`src/rtl/uart_pkg.sv`:
```
// uart_pkg -- definitions shared by the UART transmitter and the future receiver.
//
// Contents:
//   uart_state_t    frame-sequencing state encoding (IDLE, ARM, START, DATA, PARITY, STOP)
//   STOP_BITS_*     the legal stop-bit counts
//   DATA_BITS_*     the legal range of data bits per frame
//   parity_calc()   parity bit of a data word; even or odd selected by the caller
package uart_pkg;

  typedef enum logic [2:0] {
    ST_IDLE   = 3'd0,
    ST_ARM    = 3'd1,
    ST_START  = 3'd2,
    ST_DATA   = 3'd3,
    ST_PARITY = 3'd4,
    ST_STOP   = 3'd5
  } uart_state_t;

  localparam int STOP_BITS_ONE = 1;
  localparam int STOP_BITS_TWO = 2;

  localparam int DATA_BITS_MIN = 5;
  localparam int DATA_BITS_MAX = 8;

  // The caller zero-extends narrower words, so the unused upper bits do not
  // change the XOR reduction.
  function automatic logic parity_calc(input logic [7:0] data, input logic odd);
    return (^data) ^ odd;
  endfunction

endpackage

```
`src/rtl/uart_tx.sv`:
```
// uart_tx -- UART serial transmitter driven by an external baud enable.
//
// Accepts one word per valid/ready handshake. It sends the word on tx as:
//   start bit (0), DATA_BITS data bits LSB-first, optional parity bit, and
//   STOP_BITS stop bits (1).
// Bit boundaries come only from baud_tick. This block contains no divider.
//
// Parameters:
//   DATA_BITS   data bits per frame, 5..8
//   STOP_BITS   stop bits per frame, 1 or 2
//   PARITY_EN   1 = append a parity bit after the data bits
//   PARITY_ODD  with PARITY_EN=1: 1 = odd parity, 0 = even parity
//
// Ports:
//   clk        system clock, all logic on the rising edge
//   rst        synchronous active-high reset; aborts any frame in flight
//   baud_tick  one-clk pulse per bit period
//   tx_data    word to send, sampled on the handshake
//   tx_valid   upstream has a word
//   tx_ready   high only while idle
//   tx         serial line, idle high, registered
//   tx_busy    high from the cycle after acceptance until the return to idle
//   tx_done    one-clk pulse as the last stop bit completes
module uart_tx
  import uart_pkg::*;
#(
  parameter int DATA_BITS  = 8,
  parameter int STOP_BITS  = 1,
  parameter int PARITY_EN  = 0,
  parameter int PARITY_ODD = 0
) (
  input  logic                 clk,
  input  logic                 rst,
  input  logic                 baud_tick,
  input  logic [DATA_BITS-1:0] tx_data,
  input  logic                 tx_valid,
  output logic                 tx_ready,
  output logic                 tx,
  output logic                 tx_busy,
  output logic                 tx_done
);

  generate
    if (DATA_BITS < DATA_BITS_MIN || DATA_BITS > DATA_BITS_MAX) begin : g_bad_data_bits
      $error("uart_tx: DATA_BITS must be in 5..8");
    end
    if (STOP_BITS != STOP_BITS_ONE && STOP_BITS != STOP_BITS_TWO) begin : g_bad_stop_bits
      $error("uart_tx: STOP_BITS must be 1 or 2");
    end
  endgenerate

  localparam logic [2:0] LAST_BIT  = 3'(DATA_BITS - 1);
  localparam logic       LAST_STOP = 1'(STOP_BITS - 1);

  uart_state_t          state_reg;
  logic [DATA_BITS-1:0] shreg_reg;
  logic                 parity_reg;
  logic [2:0]           bit_cnt_reg;
  logic                 stop_cnt_reg;
  logic                 tx_reg;
  logic                 ready_reg;
  logic                 busy_reg;
  logic                 done_reg;

  logic [7:0] data_ext;
  assign data_ext = 8'(tx_data);

  assign tx       = tx_reg;
  assign tx_ready = ready_reg;
  assign tx_busy  = busy_reg;
  assign tx_done  = done_reg;

  always_ff @(posedge clk) begin
    if (rst) begin
      state_reg    <= ST_IDLE;
      shreg_reg    <= '0;
      parity_reg   <= 1'b0;
      bit_cnt_reg  <= '0;
      stop_cnt_reg <= 1'b0;
      tx_reg       <= 1'b1;
      ready_reg    <= 1'b1;
      busy_reg     <= 1'b0;
      done_reg     <= 1'b0;
    end else begin
      done_reg <= 1'b0;
      case (state_reg)
        ST_IDLE: begin
          // A tick arriving in the acceptance cycle is ignored here. ARM
          // then waits for the next tick, so the start bit lasts a full period.
          if (tx_valid && ready_reg) begin
            shreg_reg    <= tx_data;
            parity_reg   <= parity_calc(data_ext, PARITY_ODD != 0);
            bit_cnt_reg  <= '0;
            stop_cnt_reg <= 1'b0;
            ready_reg    <= 1'b0;
            busy_reg     <= 1'b1;
            state_reg    <= ST_ARM;
          end
        end
        ST_ARM: begin
          if (baud_tick) begin
            tx_reg    <= 1'b0;
            state_reg <= ST_START;
          end
        end
        ST_START: begin
          if (baud_tick) begin
            tx_reg    <= shreg_reg[0];
            state_reg <= ST_DATA;
          end
        end
        ST_DATA: begin
          if (baud_tick) begin
            if (bit_cnt_reg == LAST_BIT) begin
              if (PARITY_EN != 0) begin
                tx_reg    <= parity_reg;
                state_reg <= ST_PARITY;
              end else begin
                tx_reg    <= 1'b1;
                state_reg <= ST_STOP;
              end
            end else begin
              // The bit now on the line is shreg[0]. Load the next one while shifting.
              tx_reg      <= shreg_reg[1];
              shreg_reg   <= shreg_reg >> 1;
              bit_cnt_reg <= bit_cnt_reg + 3'd1;
            end
          end
        end
        ST_PARITY: begin
          if (baud_tick) begin
            tx_reg    <= 1'b1;
            state_reg <= ST_STOP;
          end
        end
        ST_STOP: begin
          if (baud_tick) begin
            if (stop_cnt_reg == LAST_STOP) begin
              ready_reg <= 1'b1;
              busy_reg  <= 1'b0;
              done_reg  <= 1'b1;
              state_reg <= ST_IDLE;
            end else begin
              stop_cnt_reg <= stop_cnt_reg + 1'b1;
            end
          end
        end
        default: begin
          tx_reg    <= 1'b1;
          ready_reg <= 1'b1;
          busy_reg  <= 1'b0;
          state_reg <= ST_IDLE;
        end
      endcase
    end
  end

endmodule

```
`config.mk`:
```
export PLATFORM = sky130hd
export DESIGN_NAME = uart_tx
export DESIGN_NICKNAME = d
export VERILOG_FILES = /design/src/rtl/uart_pkg.sv /design/src/rtl/uart_tx.sv
export SDC_FILE = /design/constraint.sdc
export NUM_CORES = 1
export LEC_CHECK = 0
export CORE_ASPECT_RATIO = 1.75
export CORE_MARGIN = 1.5
export CORE_UTILIZATION = 39
export DETAILED_ROUTE_END_ITERATION = 8
export PLACE_DENSITY = 0.64
export SLEW_MARGIN = 20
export SYNTH_ARGS = -nofsm -noshare
export SYNTH_HDL_FRONTEND = slang
export SYNTH_SLANG_ARGS = --single-unit
```
`constraint.sdc`:
```
create_clock -name clk -period 2.59 [get_ports clk]
set_clock_uncertainty 0.05 [all_clocks]
set_input_delay 0.777 -clock clk [delete_from_list [all_inputs] [get_ports clk]]
set_output_delay 0.777 -clock clk [all_outputs]
set_load 0.005 [all_outputs]
```
# Yosys cells after proc, flatten, opt, wreduce, memory -nomap -nowiden
# Cells that the tools add are included.
dict set report op_classes {
  n_addsub 2
  eq_ne 15
  n_mux 35
  bitwise_logic 4
  reduce_logical 12
}
# op count
set op_table {}
lappend op_table {{$mux W3} 11}
lappend op_table {{$mux W8} 3}
lappend op_table {{$ne A2 B2 Y1 const B} 9}
lappend op_table {{$pmux W3 S6} 1}
lappend op_table {{$pmux W8 S2} 1}
lappend op_table {{$mux W1} 14}
lappend op_table {{$eq A3 B3 Y1 const B} 3}
lappend op_table {{$reduce_and A4 Y1} 2}
lappend op_table {{$reduce_and A8 Y1} 1}
lappend op_table {{$eq A3 B2 Y1 const B} 2}
lappend op_table {{$pmux W1 S3} 2}
lappend op_table {{$pmux W3 S2} 1}
lappend op_table {{$pmux W1 S5} 1}
lappend op_table {{$reduce_and A5 Y1} 1}
lappend op_table {{$not A1 Y1} 4}
lappend op_table {{$reduce_bool A2 Y1} 2}
lappend op_table {{$reduce_or A4 Y1} 1}
lappend op_table {{$add A3 B1 Y3 const B} 1}
lappend op_table {{$eq A3 B1 Y1 const B} 1}
lappend op_table {{$logic_not A3 Y1} 1}
lappend op_table {{$reduce_and A3 Y1} 1}
lappend op_table {{$reduce_or A3 Y1} 1}
lappend op_table {{$pmux W1 S2} 1}
lappend op_table {{$reduce_or A2 Y1} 1}
lappend op_table {{other kinds (2)} 2}
dict set report word_totals {
  regBits 19
  in_bits 12
  output_inout_bits 4
  word_cells 76
}

# Longest topological paths before layout
dict set report logic_depth {
  ltp_word 4
  ltp_mapped 6
  mapped_depth_nobuf 6
}

# Worst setup path before layout
# Ideal clock, no wire load.
dict set report synth_timing {
  path_kind {input-to-reg}
  from {input port tx_valid}
  to {register shreg_reg[0]}
  setup_time_ns 0.136
  arrival_time_ns 1.612
  t_required_ns 2.404
  path_slack_ns 0.792
  cell_stages 4
  n_path_buf 0
  path_cell_list {nand2_1 > or4_1 > nand2_4 > a211oi_2}
}
dict set report synth_via {
  elab_chain_len 3
}
# element line_no
set synth_rtl {}
lappend synth_rtl {{start: declaration} uart_tx.sv:36} ;# input logic tx_valid,
lappend synth_rtl {{$logic_and A1 B1 Y1} uart_tx.sv:90} ;# if (tx_valid && ready_reg) begin
lappend synth_rtl {{$ne A2 B2 Y1 (no line)} --}
lappend synth_rtl {{$reduce_and A4 Y1 (no line)} --}
lappend synth_rtl {{end signal: assignment} uart_tx.sv:91} ;# shreg_reg <= tx_data;
lappend synth_rtl {{end signal: assignment} uart_tx.sv:125} ;# shreg_reg <= shreg_reg >> 1;
lappend synth_rtl {{end: declaration} uart_tx.sv:56} ;# logic [DATA_BITS-1:0] shreg_reg;
# No other way between the ends.
# A chain may end at the register's enable or synchronous reset.

# Final worst setup path
dict set report layout_timing {
  from {input port tx_valid}
  to {register shreg_reg[5]}
}
# Same word-level chain as after synthesis.

==> out/metrics.csv <==
metric,value,unit
status,"finished, final reports clean",
Initial DRC Count,15,
design area,1130,µm²
Routed WL,1860,µm
kind of end point of the critical path,flop,
CTS root buf,clkbuf_8,
Post CTS Setup Buffer Count,0,
CTS tree,done,
Hold/Removal Path Class,flop to flop,
"EDFF count, synth",0,
Pwr Total,0.000649,W
Synth Warn #,0,
most frequent cells in the layout,"18 x dfxtp_1, 15 x clkdlybuf4s50_1, 8 x a21oi_1",
routed vias/inst,5.59,
max FFs per register,8,
worst slew pin tran,0.581,ns
"most common cell after layout, fill and taps aside",dfxtp_1,
row count,23,
core area,2270,µm²
setup violators final,0,
"Arr. time, crit path",2.14,ns
asr flop ratio synth,0,%
Netlist cell types,31,
Worst slew margin,61.0,%
min Tclk post-route,2.06,ns
placed cell area,1090,µm²
Fmax,0.486,GHz
CP Class,input pin to flop,
drt drc,0,
synthesis-stage register bit count,18,
average size of a mapped cell,9.67,µm²
final hold vios,0,
post-cts hold buffer count,0,
register area share after synthesis,39.2,%
Worst-path clk slew,0.06,ns
VDD IR max,0.000367,V
max-cap violation count,0,
die height,67.2,µm
layout cells sized above 1,15.5,%
CP max stage delay,0.54,ns
RSZ-0062 raised after global routing,no,
CP bufs+invs,1,
Initial Utilization,40.4,%
first-pass GRT wire length,3040,µm
startpoint types,input pin,
pwr dens,576,nW/µm²
Setup TNS Final,0,ns
post-synthesis instance area,918,µm²
Resized cells post-CTS,0,
DR pass1 iterations,2,
"Max FO, Critical Path",7,
Crit-path slowest cell,or4_1,
Diodes inserted,0,
Leak,0.447,nW
crit-path leading delay family,simple AND/OR/NAND/NOR gates,
synthesis-to-layout area growth,22.8,%
syn_nets,109,
TritonCTS buffer count,3,
total congestion overflow,0,
"Clk Latency, worst-skew pair",0.25,ns
initial antenna violation count,0,
Die W,39.7,µm
I/O pins,16,
Via Count,754,
port bufs,15,
Max Root-Sink Buffers,2,
post-synthesis cell count,95,
cell-by-cell trace of the critical path,"clkdlybuf4s50_1, nand2_1, or4_1, nand2_4, a211oi_2",
post-route ant nets,0,
part of the cycle the worst path needs,79.4,%
drt wl/cell,13.8,µm
"Req. time, crit path",2.68,ns
fin. max-slew vios,0,
vias in the first global route,707,
Die Footprint,2670,µm²
Layout Nets,126,
H-Tree Depth,1,
Post-synth top flop,dfxtp_1,
HPWL after DPL,1350,µm
GP Congestion,0.727,
largest net degree at the start of global routing,18,
clock sink count,18,
gr usage total,16.4,%
## stage by stage
stage	instances	hold WS [ns]	util [%]	setup WS, ns
5_1_grt	135	0.453	49.6	0.469
3_5_place_dp	132	0.415	47.8	0.265
2_1_floorplan	95	0.397	-	0.792
3_3_place_gp	132	0.414	47.8	0.286
6_report	135	0.428	49.6	0.534
4_1_cts	135	0.425	49.6	0.535
## area by class of cell
| class | count | area, µm² |
|---|---|---|
| clock buffers | 3 | 41.3 |
| fillers | 223 | 1150 |
| multi-input cells | 71 | 522 |
| flip-flops and latches | 18 | 360 |
| well taps | 25 | 31.3 |
| repair buffers | 18 | 173 |
## Yosys cell counts (2+ instances only)
library cell,instances,share of area [%]
a211oi_1,2,1.6
buf_2,2,1.1
nor3b_1,2,1.6
nand2b_1,2,1.4
nand2_1,5,2.0
a211oi_2,7,9.5
dfxtp_1,18,39
nor2_1,7,2.9
ha_1,2,2.7
a21oi_1,8,4.4
nand3_1,5,2.7
mux2i_1,7,7.6
nor3_1,7,3.8
clkbuf_1,2,0.82
o21ai_1,3,1.6
## power breakdown
| group | leakage, nW | internal, W | switching [W] |
|---|---|---|---|
| Combinational | 0.278 | 0.0000691 | 0.0000630 |
| Sequential | 0.148 | 0.000302 | 0.0000233 |
| Clock | 0.0216 | 0.000103 | 0.0000883 |
## worst reg2reg max path: stages, from the launching register on
cell      delay (ns)
dfxtp_1         0.58
nand3b_1        0.26
buf_4           0.25
or3b_4          0.44
nand2_4         0.14
a211oi_2        0.08
## path summary, 6_finish.rpt
path	from	end	slack [ns]	cells after the start
setup / recovery	tx_valid	shreg_reg[5]	0.53	5
hold / removal	bit_cnt_reg[2]	bit_cnt_reg[2]	0.43	2
setup reg to reg	state_reg[1]	shreg_reg[5]	0.67	5
hold reg to reg	bit_cnt_reg[2]	bit_cnt_reg[2]	0.43	2
## kinds of logic (layout without fill, tap and decap cells)
group,count (synthesis),after routing,synth area share [%]
compound gates,24,24,20.6
xor+xnor,1,1,0.954
fa+ha+maj,2,2,2.72
buf+inv,6,21,3.95
flops,18,18,39.2
mux,7,7,7.63
simple gates,37,37,24.9
## routing by layer
metal	GRT usage (%)	up-vias	part of all wire, %
met3	2.30	4	4.0
met2	27.9	13	52
met5	0	-	0
met4	10.3	0	2.5
li1	-	380	-
met1	18.0	357	42
Note: power is estimated with default switching activity, not from simulation.
